===== src/rtl/burst_pon_pkg.sv =====
// Shared types and PRBS-31 stepping function for the XG-PON burst generator/checker pair.
// PRBS-31 is x^31+x^28+1, Fibonacci form, emitted MSB-first (oldest bit in word[31]).
package burst_pon_pkg;

    typedef enum logic [1:0] {
        HUNT,
        ARMED,
        CHECK
    } chk_state_t;

    localparam int unsigned PRBS31_TAP_A = 31;
    localparam int unsigned PRBS31_TAP_B = 28;

    typedef struct packed {
        logic [31:0] word;
        logic [30:0] lfsr;
    } prbs31_step_t;

    // lfsr[0] holds the newest bit, so seeding from tdata[30:0] of a line word continues the sequence.
    function automatic prbs31_step_t prbs31_next32(input logic [30:0] lfsr);
        prbs31_step_t r;
        logic [30:0]  s;
        logic         b;
        s      = lfsr;
        r.word = '0;
        for (int unsigned i = 0; i < 32; i++) begin
            b      = s[PRBS31_TAP_A-1] ^ s[PRBS31_TAP_B-1];
            r.word = {r.word[30:0], b};
            s      = {s[29:0], b};
        end
        r.lfsr = s;
        return r;
    endfunction

endpackage


===== src/rtl/prbs31_par32.sv =====
// Combinational 32-bit-per-clock PRBS-31 step: expected word and advanced state.
module prbs31_par32
    import burst_pon_pkg::*;
(
    input  logic [30:0] i_lfsr,
    output logic [31:0] o_word,
    output logic [30:0] o_lfsr
);

    prbs31_step_t w_step;

    always_comb begin
        w_step = prbs31_next32(i_lfsr);
        o_word = w_step.word;
        o_lfsr = w_step.lfsr;
    end

endmodule


===== config.mk =====
export PLATFORM = sky130hd
export DESIGN_NAME = prbs31_par32
export DESIGN_NICKNAME = d
export VERILOG_FILES = /design/src/rtl/burst_pon_pkg.sv /design/src/rtl/prbs31_par32.sv
export SDC_FILE = /design/constraint.sdc
export NUM_CORES = 1
export LEC_CHECK = 0
export CAP_MARGIN = 0
export CELL_PAD_IN_SITES_DETAIL_PLACEMENT = 0
export CELL_PAD_IN_SITES_GLOBAL_PLACEMENT = 2
export CORE_MARGIN = 1.5
export CORE_UTILIZATION = 10
export DETAILED_ROUTE_END_ITERATION = 12
export MAX_ROUTING_LAYER = met4
export PLACE_DENSITY = 0.95
export SLEW_MARGIN = 20
export SYNTH_ARGS = -nofsm -noshare
export SYNTH_HDL_FRONTEND = slang
export SYNTH_SLANG_ARGS = --single-unit

===== constraint.sdc =====
create_clock -name vclk -period 1.1
set_input_delay 0.275 -clock vclk [all_inputs]
set_output_delay 0.275 -clock vclk [all_outputs]
set_load 0.01 [all_outputs]

Word level (Yosys, flattened, before mapping)
Index checks and enable logic that the tools add are counted.
Operators by class
  bitwise gates (word level): 32
Operators with widths (number)
  1-bit bitwise XOR: 32
Storage, ports and cells
  word-level logic and storage cells: 32
  input port bits: 31
  register bits: 0

Logic depth before layout (Yosys ltp)
  depth in word-level cells: 2
  depth in mapped cells: 2

Worst setup path before layout
No wires, ideal clock.
  kind: in2out
  start point: input i_lfsr[0]
  end point: output o_word[1]
  buffers on the path: 1
  arrival time: 0.882 ns
  path slack: -0.057 ns
  stages: 2
  cell sequence: xor3_1 -> buf_4
On the way
  word-level cells in the longest chain between the ends: 1
RTL lines
  from (decl): RTL line prbs31_par32.sv:5  | input logic [30:0] i_lfsr,
  1-bit bitwise XOR: RTL line burst_pon_pkg.sv:27  | b = s[PRBS31_TAP_A-1] ^ s[PRBS31_TAP_B-1];
  to (decl): RTL line prbs31_par32.sv:6  | output logic [31:0] o_word,
Every way passes these cells.

Final worst setup path
  start point: input i_lfsr[2]
  end point: output o_lfsr[3]
On the way
  word-level cells in the longest chain between the ends: 1
RTL lines
  1-bit bitwise XOR: RTL line burst_pon_pkg.sv:27
  to (decl): RTL line prbs31_par32.sv:7  | output logic [30:0] o_lfsr
Every way passes these cells.

==> results.txt <==
Vias in the first global route: 605
Hold Vio Cnt, Final: 0
Slowest stage cell, crit path: xor3_1
Max_cap viols: 0
Top cells by count, synth: buf_4 (31), xor2_1 (29), xor3_1 (3)
Syn_area_per_cell: 8.86 um2
Crit end category: output port
Die Y: 77.7 um
Worst Hold End: o_word[30]
Slew Viols, Final: 0
Setup CP Type: primary input to output port
Top cells by area, synth: xor2_1 (46%), buf_4 (42%), xor3_1 (13%)
Chip width: 77.7 um
Layout Cells excl Fill: 203
# DRC: 0
Synth Area in Compound Gates: 0%
Adder-Cell Fraction of Synth Area: 0%
Synth top area share: 45.5%
Hold depth: 3
Max rail drop VDD: 0.000133 V
Relative slew slack: 88.5%
Yosys warns: 0
DP Cell Count: 202
Total GRT Usage: 5.62%
Area Overhead vs Synth: 102%
Post-synthesis simple-gate area fraction: 0%
Crit Path Max Fanout: 2
Layout Nets: 164
Synth area leader: xor2_1
CP Data Required Time: 0.82 ns
Drt first-iter violations: 1
CP Cell Sequence: buf_8 > xor3_1 > buf_2
Top-count cell post-synth: buf_4
Period minus WS final: 1.20 ns
# clk buffers: 0
Syn Std Cell Area: 558 um2
Antenna Nets Post-Route: 0
Pwr Density: 607 nW/um2
Failing checks: negative setup slack
Status: finished, violations left
Unrepaired setup endpoints after global routing: yes
GPL Wtd Cong: 0.609
Post-synth cell types: 3
Seq. cell area: 0 um2
Area of the die: 6040 um2
Number of fill cells: 645
Grt ovf: 0
Worst hold slack: 0.821 ns
Startpoint Class: primary input
Layout cells sized above 1: 87.8%
Final Core Density: 20.7%
Vias: 623
Cell count after synthesis: 63
Mux cell area share after synthesis: 0%
Largest net degree at the start of global routing: 4
Hold_sp: i_lfsr[29]
CP peak stage delay: 0.42 ns
Area share of xor/xnor cells in the synthesized design: 58.3%
Initial antenna violation count: 0
Sequential element share of the synthesized area: 0%
Fin worst setup slack: -0.0992 ns
Syn_nets: 94
Highest clock rate: 834 MHz
Cell Rows: 27
Via/cell ratio: 3.07
Buffers on Ports: 94
# IOs: 94
Total inserted antenna cells: 0
Worst Tran Pin Value: 0.172 ns
HPWL after DPL: 1.66 mm
Setup Viol. Count Final: 6
Hold WC Path Type: primary input to output port
First-pass GRT wire length: 2.84 mm
Post-Route WL: 1.91 mm
Post-DR wirelength/cell: 9.38 um
Data arrival time of the worst path: 0.92 ns
Detailed Routing Iterations Pass 1: 2
Core area: 5440 um2
Setup WS pre-CTS: -0.887 ns
Initial core utilization: 10.3%
Leak pwr: 0.611 nW
CTS Hold Buffers Added: 0
FFs & Latches: 0
Final worst path period share: 109%
Largest family of logic cells by synthesized area: XOR/XNOR gates
==> worst max-delay path: cells and delay by family <==
family,cells,cell delay [ns]
XOR/XNOR,1,0.42
buffers and inverters,2,0.23
==> worst max-delay path by stage <==
stage	from	to	slack [ns]	cells after the start
2_1_floorplan	i_lfsr[0]	o_word[1]	-0.06	2
3_3_place_gp	i_lfsr[27]	o_word[3]	-0.89	3
3_5_place_dp	i_lfsr[27]	o_lfsr[3]	-0.89	3
4_1_cts	i_lfsr[2]	o_lfsr[3]	-0.12	3
5_1_grt	i_lfsr[2]	o_word[3]	-0.12	3
6_report	i_lfsr[2]	o_lfsr[3]	-0.1	3
==> through the flow <==
step           total power [mW]  setup TNS, ns  instance area [um2]
4_1_cts                   0.679         -0.569                 1100
3_5_place_dp              0.925         -48.29                 1390
6_report                  0.683         -0.468                 1120
2_1_floorplan             0.433         -0.170                  558
5_1_grt                   0.734         -0.582                 1120
3_3_place_gp              0.923         -47.76                 1390
==> cell type report <==
cell class	count	area, um2	area share, %
repair buffers	99	589	52.4
multi-input cells	32	445	39.6
well taps	72	90.1	8.01
==> logic make-up after synthesis <==
family	after synthesis
buffers and inverters	31
XOR/XNOR	32
==> power breakdown <==
| part | switching (mW) | total [mW] | internal (mW) |
|---|---|---|---|
| Combinational | 0.353 | 0.683 | 0.330 |
| Clock | 0 | 0 | 0 |
| Sequential | 0 | 0 | 0 |
==> layout by cell type (no fill, tap or decap) <==
master	instances
buf_2	83
xor2_2	16
xor2_1	13
buf_6	10
xor3_1	3
buf_8	2
buf_4	2
clkbuf_2	1
clkdlybuf4s15_2	1
==> timing repair <==
| action | CTS | global route |
|---|---|---|
| setup buffers | 1 | 0 |
| resized for setup | 384 | 26 |
| pin swaps | 27 | 13 |
| endpoints found under the setup margin | 63 | 47 |
==> layer usage <==
metal	GRT usage, %	part of all wire [%]	up-vias
met1	6.92	38	295
li1	-	-	285
met5	-	0	-
met3	0.706	7.9	0
met4	0	0	0
met2	10.3	54	43
Power figures use the tool's default switching activity.
